**config.mk**
```make
export PLATFORM = sky130hd
export DESIGN_NAME = mem_bus_arbiter
export DESIGN_NICKNAME = d
export VERILOG_FILES = /design/src/rtl/mem_arb_pkg.sv /design/src/rtl/mem_arb_rr2.sv /design/src/rtl/mem_bus_arbiter.sv
export SDC_FILE = /design/constraint.sdc
export NUM_CORES = 1
export LEC_CHECK = 0
export CORE_ASPECT_RATIO = 1.75
export CORE_MARGIN = 8
export CORE_UTILIZATION = 41
export DETAILED_ROUTE_END_ITERATION = 7
export GPL_ROUTABILITY_DRIVEN = 0
export HOLD_SLACK_MARGIN = 0.02
export PLACE_DENSITY_LB_ADDON = 0.1
export SLEW_MARGIN = 30
export SYNTH_ARGS = -nofsm -noshare
export SYNTH_HDL_FRONTEND = slang
export SYNTH_SLANG_ARGS = --single-unit
```
**constraint.sdc**
```tcl
create_clock -name i_clk -period 5.7 [get_ports i_clk]
set_clock_uncertainty 0.1 [all_clocks]
set_input_delay 0.57 -clock i_clk [delete_from_list [all_inputs] [get_ports i_clk]]
set_output_delay 0.57 -clock i_clk [all_outputs]
set_load 0.1 [all_outputs]
```
**src/rtl/mem_arb_pkg.sv**
```systemverilog
// Shared types and constants for the two-port memory bus arbiter.
package mem_arb_pkg;

  typedef enum logic [1:0] {
    ST_IDLE  = 2'd0,
    ST_ISSUE = 2'd1,
    ST_WAIT  = 2'd2,
    ST_DONE  = 2'd3
  } arb_state_e;

  localparam logic PORT_INSTR = 1'b0;
  localparam logic PORT_DATA  = 1'b1;

  localparam logic [31:0] ERR_DATA = 32'hDEADBEEF;

  typedef struct packed {
    logic [31:0] addr;
    logic [31:0] wdata;
    logic [2:0]  bhw;
    logic        we;
  } mem_req_t;

endpackage

```
**src/rtl/mem_arb_rr2.sv**
```systemverilog
// Two-way round-robin picker: with both ports requesting, the port that was
// not granted last wins; a lone request always wins.
module mem_arb_rr2
  import mem_arb_pkg::*;
(
  input  logic [1:0] i_req,
  input  logic       i_last,
  output logic [1:0] o_grant
);

  always_comb begin
    o_grant = 2'b00;
    if (i_req[0] && (!i_req[1] || i_last == PORT_DATA))  o_grant[0] = 1'b1;
    if (i_req[1] && (!i_req[0] || i_last == PORT_INSTR)) o_grant[1] = 1'b1;
  end

endmodule

```
**src/rtl/mem_bus_arbiter.sv**
```systemverilog
// Two-master (instr/data) arbiter onto a single-outstanding memory port.
// Optional WAIT timeout enabled by defining MEM_ARB_TIMEOUT_EN.
//
// state    | meaning
// IDLE     | no transaction; arbitrate and latch winner fields
// ISSUE    | o_mem_DV pulse to the memory controller
// WAIT     | waiting for i_mem_DV (or timeout when enabled)
// DONE     | ack (and err) pulse to the winning master
module mem_bus_arbiter
  import mem_arb_pkg::*;
#(
  parameter int unsigned TIMEOUT_CYCLES = 1024
) (
  input  logic        i_clk,
  input  logic        i_rst,
  input  logic        i_m0_req,
  input  logic [31:0] i_m0_addr,
  input  logic [31:0] i_m0_wdata,
  input  logic [2:0]  i_m0_bhw,
  input  logic        i_m0_we,
  output logic [31:0] o_m0_rdata,
  output logic        o_m0_ack,
  output logic        o_m0_err,
  input  logic        i_m1_req,
  input  logic [31:0] i_m1_addr,
  input  logic [31:0] i_m1_wdata,
  input  logic [2:0]  i_m1_bhw,
  input  logic        i_m1_we,
  output logic [31:0] o_m1_rdata,
  output logic        o_m1_ack,
  output logic        o_m1_err,
  output logic [31:0] o_mem_data,
  output logic [31:0] o_mem_address,
  output logic [2:0]  o_mem_bhw,
  output logic        o_mem_write_notread,
  output logic        o_mem_DV,
  input  logic [31:0] i_mem_data,
  input  logic        i_mem_DV,
  output logic        o_busy
);

  arb_state_e  state_q, state_d;
  logic        last_q, last_d;
  mem_req_t    mem_q, mem_d;
  logic        mem_dv_q, mem_dv_d;
  logic [1:0]  ack_q, ack_d, err_q, err_d;
  logic [31:0] rdata0_q, rdata0_d, rdata1_q, rdata1_d;

  logic [1:0]  grant;
  mem_req_t    req0, req1, win;
  logic        fin, fin_err;
  logic [31:0] fin_data;

`ifdef MEM_ARB_TIMEOUT_EN
  localparam int unsigned TMO_W = (TIMEOUT_CYCLES > 1) ? $clog2(TIMEOUT_CYCLES) : 1;
  logic [TMO_W-1:0] tmo_q, tmo_d;
`else
  logic unused_tmo;
  assign unused_tmo = (TIMEOUT_CYCLES == 32'd0);
`endif

  assign req0 = {i_m0_addr, i_m0_wdata, i_m0_bhw, i_m0_we};
  assign req1 = {i_m1_addr, i_m1_wdata, i_m1_bhw, i_m1_we};

  mem_arb_rr2 u_rr2 (
    .i_req   ({i_m1_req, i_m0_req}),
    .i_last  (last_q),
    .o_grant (grant)
  );

  assign win = grant[1] ? req1 : req0;

  always_comb begin
    state_d  = state_q;
    last_d   = last_q;
    mem_d    = mem_q;
    mem_dv_d = 1'b0;
    ack_d    = 2'b00;
    err_d    = 2'b00;
    rdata0_d = rdata0_q;
    rdata1_d = rdata1_q;
    fin      = 1'b0;
    fin_err  = 1'b0;
    fin_data = '0;
`ifdef MEM_ARB_TIMEOUT_EN
    tmo_d    = tmo_q;
`endif
    unique case (state_q)
      ST_IDLE: begin
        if (|grant) begin
          last_d = grant[1];
          mem_d  = win;
          // zero-byte requests never reach memory and complete as errors
          if (win.bhw == 3'd0) begin
            state_d  = ST_DONE;
            fin      = 1'b1;
            fin_err  = 1'b1;
            fin_data = ERR_DATA;
          end else begin
            state_d  = ST_ISSUE;
            mem_dv_d = 1'b1;
          end
        end
      end
      ST_ISSUE: begin
        state_d = ST_WAIT;
`ifdef MEM_ARB_TIMEOUT_EN
        tmo_d   = TMO_W'(TIMEOUT_CYCLES - 1);
`endif
      end
      ST_WAIT: begin
        if (i_mem_DV) begin
          state_d  = ST_DONE;
          fin      = 1'b1;
          fin_data = mem_q.we ? '0 : i_mem_data;
        end
`ifdef MEM_ARB_TIMEOUT_EN
        else if (tmo_q == '0) begin
          state_d  = ST_DONE;
          fin      = 1'b1;
          fin_err  = 1'b1;
          fin_data = ERR_DATA;
        end else begin
          tmo_d = tmo_q - 1'b1;
        end
`endif
      end
      ST_DONE: state_d = ST_IDLE;
      default: state_d = ST_IDLE;
    endcase

    if (fin) begin
      if (last_d == PORT_DATA) begin
        ack_d[1] = 1'b1;
        err_d[1] = fin_err;
        rdata1_d = fin_data;
      end else begin
        ack_d[0] = 1'b1;
        err_d[0] = fin_err;
        rdata0_d = fin_data;
      end
    end
  end

  always_ff @(posedge i_clk or posedge i_rst) begin
    if (i_rst) begin
      state_q  <= ST_IDLE;
      last_q   <= PORT_INSTR;
      mem_q    <= '0;
      mem_dv_q <= 1'b0;
      ack_q    <= 2'b00;
      err_q    <= 2'b00;
      rdata0_q <= '0;
      rdata1_q <= '0;
`ifdef MEM_ARB_TIMEOUT_EN
      tmo_q    <= '0;
`endif
    end else begin
      state_q  <= state_d;
      last_q   <= last_d;
      mem_q    <= mem_d;
      mem_dv_q <= mem_dv_d;
      ack_q    <= ack_d;
      err_q    <= err_d;
      rdata0_q <= rdata0_d;
      rdata1_q <= rdata1_d;
`ifdef MEM_ARB_TIMEOUT_EN
      tmo_q    <= tmo_d;
`endif
    end
  end

  assign o_m0_rdata          = rdata0_q;
  assign o_m0_ack            = ack_q[0];
  assign o_m0_err            = err_q[0];
  assign o_m1_rdata          = rdata1_q;
  assign o_m1_ack            = ack_q[1];
  assign o_m1_err            = err_q[1];
  assign o_mem_data          = mem_q.wdata;
  assign o_mem_address       = mem_q.addr;
  assign o_mem_bhw           = mem_q.bhw;
  assign o_mem_write_notread = mem_q.we;
  assign o_mem_DV            = mem_dv_q;
  assign o_busy              = (state_q != ST_IDLE);

endmodule

```
* Yosys cells after proc, flatten, opt, wreduce, memory -nomap -nowiden *
Cells that the tools add are included.

cells by class
  eq/ne operators = 5
  multiplexer cells = 28
  bitwise gates (word level) = 2
  reduce and logical (&&, ||, !) cells = 14

operator list
  operator                                       count
  two-way mux 32 bit                             4
  two-way mux 68 bit                             1
  case mux 32 bit (2 select lines)               1
  two-way mux 1 bit                              15
  two-way mux 2 bit                              5
  case mux 2 bit (4 select lines)                1
  AND reduction 2 bit                            4
  == test 2 bit, second input constant           2
  inequality test 2 bit, second input constant   2
  zero test 3 bit                                1
  == test 2 x 1 -> 1 bit, second input constant  1
  logical AND 1 bit                              2
  zero test 1 bit                                2
  zero test 2 bit                                1
  logical OR 1 bit                               2
  NOT 1 bit                                      2
  case mux 1 bit (2 select lines)                1
  nonzero test 2 bit                             1
  OR reduction 2 bit                             1

storage, ports and cells
  flip-flop bits (word level) = 140
  input bits = 173
  word-level logic and storage cells = 60

* Depth between registers and ports, before layout *
Gate-level depths: netlist (run 1).

  depth in word-level cells = 11
  gate-level depth with buffers = 10
  gate-level depth less buffers = 7

* Cells and area by module *
From an unflattened synthesis (run 1), not the netlist that was laid out.

second synthesis, totals
  cell total of the unflattened synthesis = 562
  area total of the unflattened synthesis = 6082.1 µm²

by module, submodules not included
  module           times used  cells each  area an instance (µm²)
  mem_bus_arbiter  1           559         6063.3
  mem_arb_rr2      1           3           18.8

* Least setup slack after synthesis (run 1) *
OpenSTA, ideal clock, no wires.

  kind = flip-flop to flip-flop
  from = register mem_q, in the netlist o_mem_write_notread
  to = register rdata0_q[23], in the netlist o_m0_rdata[23]
  arrival = 1777 ps
  data required time = 5473 ps
  slack = 3696 ps
  stages on the path, launching flop included = 5
  path buffers = 1
  period minus slack after synthesis = 2004 ps
  path through = dfrtp_1 -> nor2_1 -> clkbuf_1 -> and2_1 -> a221o_1

between the ends
  word-level cells in the longest chain between the ends = 3

ends and longest elaborated chain
  what                              line                    text
  from (decl)                       mem_bus_arbiter.sv:44   mem_req_t mem_q, mem_d;
  from (signal assigned)            mem_bus_arbiter.sv:161  mem_q <= mem_d;
  two-way mux 32 bit                mem_bus_arbiter.sv:115  fin_data = mem_q.we ? '0 : i_mem_data;
  two-way mux 32 bit                mem_bus_arbiter.sv:112  if (i_mem_DV) begin
  case mux 32 bit (2 select lines)  mem_bus_arbiter.sv:88   unique case (state_q)
  to (signal assigned)              mem_bus_arbiter.sv:165  rdata0_q <= rdata0_d;
  to (decl)                         mem_bus_arbiter.sv:47   logic [31:0] rdata0_q, rdata0_d, rdata1_q, rdata1_d;

Every way passes these cells.
A chain may end at the register's enable or synchronous reset.

* Worst setup path after layout (run 1) *
  from = register state_q[0]
  to = output o_busy

between the ends
  word-level cells in the longest chain between the ends = 1

ends and longest elaborated chain
  what                    line                    text
  from (decl)             mem_bus_arbiter.sv:42   arb_state_e state_q, state_d;
  from (signal assigned)  mem_bus_arbiter.sv:159  state_q <= state_d;
  nonzero test 2 bit      mem_bus_arbiter.sv:184  assign o_busy = (state_q != ST_IDLE);
  to (decl)               mem_bus_arbiter.sv:39   output logic o_busy

Every way passes these cells.

==> out/metrics.yaml, run 1 <==
status: "complete, no violations"
grt_antenna_before_repair: 2
num_vias: 5536
synth_fa_ha_area_share_pct: 0.3998
ys_seq_area_share_pct: 55.98
synth_area_sq_um: 6259
hold_start: "o_mem_address[17]"
synth_top_family_by_area: "compound AO/OA/AOI/OAI gates"
io_pins: 311
post-synth-top-count-cell: "dfrtp_1"
die_x_um: 109.4
required_ns: 5.03
synthTopCellsByArea: "dfrtp_1 56%, mux2i_1 11%, a221o_1 7.7%"
fin_crit_sh_pct: 55.49
area_growth_pct: 61.02
globalRouteOverflowTotal: 0
timing.rr.end: "o_m1_rdata[19]"
post-cts-setup-buffers: 0
report.final.slew_viol_count: 0
drc: 0
dp_cells: 1020
async_flop_share_pct: 100.0
cts_tree: "built"
synth_seq_cells: 140
synth-compound-area-share_pct: 16.41
min_path_cells: 2
max_slew.worst_pin.slew_ns: 1.058
grt_pass1_wl_um: 32940
grt_pass1_vias: 5837
clk_latency_ns: 0.41
syn_nets: 740
drv_cap: 0
wl_per_cell_um: 20.73
start_util_pct: 41.27
crit_arrival_ns: 2.49
design_area_sq_um: 10080
hold_path.class: "flop to flop"
fin_cells: 1055
hpwl_um: 16470
start_kind: "flop"
fmax_mhz: 316.2
synth_mux_area_share_pct: 11.26
ys_types: 36
synth_cells: 565
setup-tns-final_ns: 0
synthTopCellsByCount: "140 x dfrtp_1, 100 x nand2_1, 67 x mux2i_1, 67 x o21ai_0, 48 x a221o_1"
wl_met2_um: 11400
first_iter_violations: 214
row_count: 60
crit_type: "flop to output port"
die_h_um: 179.4
cts_buffers: 17
r2r_cells: 7
final_nets: 1030
setup_viol: 0
firstDrtPassIters: 4
yosysWarningCount: 0
track_usage_pct: 21.59
synth_edf_count: 0
via_per_inst: 5.247
cp_max_fo: 9
synth_area_leader_cell: "dfrtp_1"
fin_crit_ns: 3.163
htree_num_levels: 4
wl_met1_um: 8205
synth_xor_xnor_area_share_pct: 0
placed_cell_area_sq_um: 9450
route.met3.wl_um: 1770
path_clk_slew_ns: 0.06
cts_root_buffer: "clkbuf_16"
reg2reg_from: "state_q[0]"
netlist.area_leader.share_pct: 55.98
hold_violations: 0
grt_setup_unrepaired: "false"
top_layer_used: "met4"
grt_max_degree: 135
ant_nets: 0
core_sq_um: 15160
synth_ff_type: "dfrtp_1"
cts.sinks: 140
io_buffers: 310
drt_wl_total_um: 21870
syn_avg_cell_area_sq_um: 11.08
endpoint_kind: "output port"
holdBufCountCts: 0
reg2reg_setup_slack_ns: 2.82
relSlewSlack_pct: 29.22
die_area_sq_um: 19630
clock_path_buffers: 2
cts_resized: 0
drive_gt1_share_pct: 6.344
min_to: "o_mem_address[17]"
synthSimpleGateAreaFrac_pct: 11.90
whs_ns: 0.3775
==> per-stage QoR <==
stage | utilization [%] | setup slack [ns]
6_report | 66.45 | 2.537
3_5_place_dp | 62.32 | 1.796
2_1_floorplan | - | 1.277
3_3_place_gp | 62.26 | 1.929
5_1_grt | 66.45 | 2.432
4_1_cts | 66.25 | 2.172
==> layer usage <==
| layer | global-route usage [%] | vias up |
|---|---|---|
| li1 | - | 2607 |
| met1 | 24.27 | 2670 |
| met2 | 36.91 | 228 |
| met3 | 6.948 | 31 |
| met4 | 7.283 | 0 |
| met5 | 0 | - |
==> kinds of logic (layout without fill, tap and decap cells) <==
kind of cell | count (synthesis) | count (layout)
buffers and inverters | 53 | 355
AO/OA/AOI/OAI | 142 | 142
AND/OR/NAND/NOR | 159 | 159
multiplexers | 69 | 69
other | 0 | 2
adder cells (fa/ha/maj) | 2 | 2
flip-flops | 140 | 140
==> worst max-delay path, cell delays in order (launching register included) <==
cell and delay [ns]:
dfrtp_1 0.35, inv_1 0.06, ha_1 0.33, inv_1 0.16, clkdlybuf4s50_1 1.18
==> final cells by class <==
cell class,instances,area (sq um)
Antenna cell,2,5.005
Fill cell,1192,5087
Tap cell,186,232.7
Clock inverter,13,166.4
Timing Repair Buffer,317,3172
Sequential cell,140,3503
Clock buffer,18,429.2
Multi-Input combinational cell,372,2535
Inverter,7,33.78
==> cells in the final DEF (no fill, tap or decap), drive strengths merged, types with 2 or more instances in the layout <==
cell           count
nand2            100
nor2               8
clkinvlp           3
diode              2
clkbuf            19
dfrtp            140
inv               10
clkinv             4
bufinv             3
a221o             48
nand3             18
a21oi              4
o21ai             68
and2              25
o211ai            16
ha                 2
mux2i             68
clkdlybuf4s50    307
buf                9
nor3               2
==> registers in the layout (all words and copies together), names as in the netlist <==
signal,cells
o_m1_rdata,32
o_mem_DV,1
o_m0_rdata,32
o_mem_data,32
o_mem_address,32
last_q,1
err_q,2
state_q,2
o_mem_write_notread,1
ack_q,2
o_mem_bhw,3
==> worst max path at each step <==
stage                    start             end  cells after the start
floorplan                i_rst        ack_q[0]                      1
global placement      i_m1_req   o_m0_rdata[6]                      6
detailed placement    i_m0_req  o_m0_rdata[19]                      5
CTS                 state_q[0]  o_m0_rdata[30]                      6
global route        state_q[0]          o_busy                      4
finish              state_q[0]          o_busy                      4
Power of run 1 is not shown: default switching activity piles up to over one toggle a cycle in this logic, so the estimate is an artifact.
==> run 2: changes to the inputs <==
clock period = 3.07 ns   (was 5.7 ns; I/O delays follow)
==> run 2 against run 1 <==
Global-route usage hardly changed. Worst setup slack worse by 2.0 ns. First-iteration DRC count is 7.9% lower. Die area stayed put. Count of clock-buffer cells in the layout stayed put. Cell count is 0.38% higher. Critical path depth is 2 higher. Routed wire length is 2.4% lower. Utilization is 2.2 points lower. Non-clock buffer count is 5 higher. Hold slack worse by 0.11 ns. Largest cell class unchanged.
==> out/metrics.yaml, run 2 (same netlist as run 1, synthesis figures left out) <==
crit_start: "state_q[1]"
wl_met2_um: 11550
firstDrtPassIters: 5
r2r_cells: 6
route.met3.wl_um: 1999
start_kind: "flop"
cts.sinks: 140
path_cells: "inv_1 > ha_1 > a31o_2 > buf_4 > nand3_2 > a221o_1"
drive_gt1_share_pct: 22.57
fin_crit_sh_pct: 83.92
max_stage_delay_ns: 0.51
reg2reg_from: "state_q[1]"
status: "complete, no violations"
drt_wl_total_um: 21350
final_nets: 1035
grt_pass1_wl_um: 33350
die_h_um: 179.4
setup-tns-final_ns: 0
wl_per_cell_um: 20.16
cp_num_buf_inv: 2
ant_nets: 0
grt_max_degree: 89
hold_violations: 0
grt_setup_unrepaired: "false"
die_area_sq_um: 19630
crit_family: "compound AO/OA/AOI/OAI gates"
drv_cap: 0
io_pins: 311
cp_max_fo: 26
layout_commonest_cell: "clkdlybuf4s50_1"
max_slew.worst_pin.slew_ns: 0.9241
crit_type: "flop to flop"
wl_met1_um: 7567
report.final.slew_viol_count: 0
top_layer_used: "met4"
io_buffers: 310
hold_path.class: "primary input to async pin"
cp_num_cells: 6
drc: 0
grt_pass1_vias: 5940
num_vias: 5562
row_count: 60
cts_root_buffer: "clkbuf_16"
cts_tree: "built"
cts_buffers: 17
core_sq_um: 15160
layout_common_cells: "172 x clkdlybuf4s50_1, 148 x buf_4, 140 x dfrtp_1, 100 x nand2_1"
die_x_um: 109.4
start_util_pct: 41.27
clk_latency_ns: 0.40
globalRouteOverflowTotal: 0
crit_arrival_ns: 2.76
area_growth_pct: 55.66
via_per_inst: 5.252
first_iter_violations: 197
track_usage_pct: 21.57
grt_antenna_before_repair: 0
htree_num_levels: 4
fmax_mhz: 388.1
relSlewSlack_pct: 38.20
endpoint_kind: "flop"
diodes: 0
hpwl_um: 16630
clock_path_buffers: 2
path_clk_slew_ns: 0.06
required_ns: 3.26
post-cts-setup-buffers: 0
crit_slowest_cell: "a221o_1"
setup_viol: 0
holdBufCountCts: 0
cts_resized: 0
fin_crit_ns: 2.576
## run 2: changes by cell type in the layout (fill, tap and decap cells not counted), moves of 2 or more
| cell | before | now |
|---|---|---|
| buf_2 | 2 | 0 |
| bufinv_16 | 3 | 1 |
| clkinv_4 | 2 | 5 |
| diode_2 | 2 | 0 |
| buf_6 | 3 | 0 |
| clkdlybuf4s50_1 | 307 | 172 |
| buf_4 | 2 | 148 |
## run 2: layout make-up
cell class,count,area (sq um)
fillers,1245,5423
flip-flops and latches,140,3503
repair buffers,322,2873
multi-input cells,372,2526
clock buffers,18,439.2
well taps,186,232.7
clock inverters,14,135.1
inverters,7,32.53
## run 2: worst register-to-register path: cells and delay by family, from the launching register on
| kind | cells | cell delay, ns |
|---|---|---|
| buffers and inverters | 2 | 0.39 |
| AOI/OAI and AO/OA | 2 | 0.79 |
| adders and majority gates | 1 | 0.34 |
| DFF | 1 | 0.40 |
| and+or+nand+nor | 1 | 0.46 |
## run 2: through the flow
stage / hold WS (ns) / util, % / setup slack (ns) / instance area, sq um / cells
after floorplan: 0.3743 / - / 0.9139 / 6262 / 565
after detailed placement: 0.3719 / 60.45 / 0.3478 / 9168 / 1027
after CTS: 0.2884 / 64.24 / 0.5014 / 9742 / 1059
final: 0.2695 / 64.24 / 0.4936 / 9742 / 1059
after global routing: 0.3190 / 64.24 / 0.2916 / 9742 / 1059
after global placement: 0.3646 / 60.45 / 0.4305 / 9168 / 1027
## run 2: path summary, 6_finish.rpt
check,slack [ns],endpoint
worst max register to register,0.49,o_m0_rdata[6]
worst min register to register,0.38,o_mem_bhw[0]
worst max-delay path,0.49,o_m0_rdata[6]
worst min-delay path,0.27,o_m0_rdata[29]
min in group i_clk,0.38,o_mem_bhw[0]
max in group asynchronous,1.99,o_mem_address[23]
## run 2: routing by layer
layer  up-vias  global-route usage [%]
li1       2623                       -
met1      2681                   23.77
met2       241                   38.58
met3        17                   6.590
met4         0                   5.163
met5         -                       0
Power of run 2 is left out for the same reason.
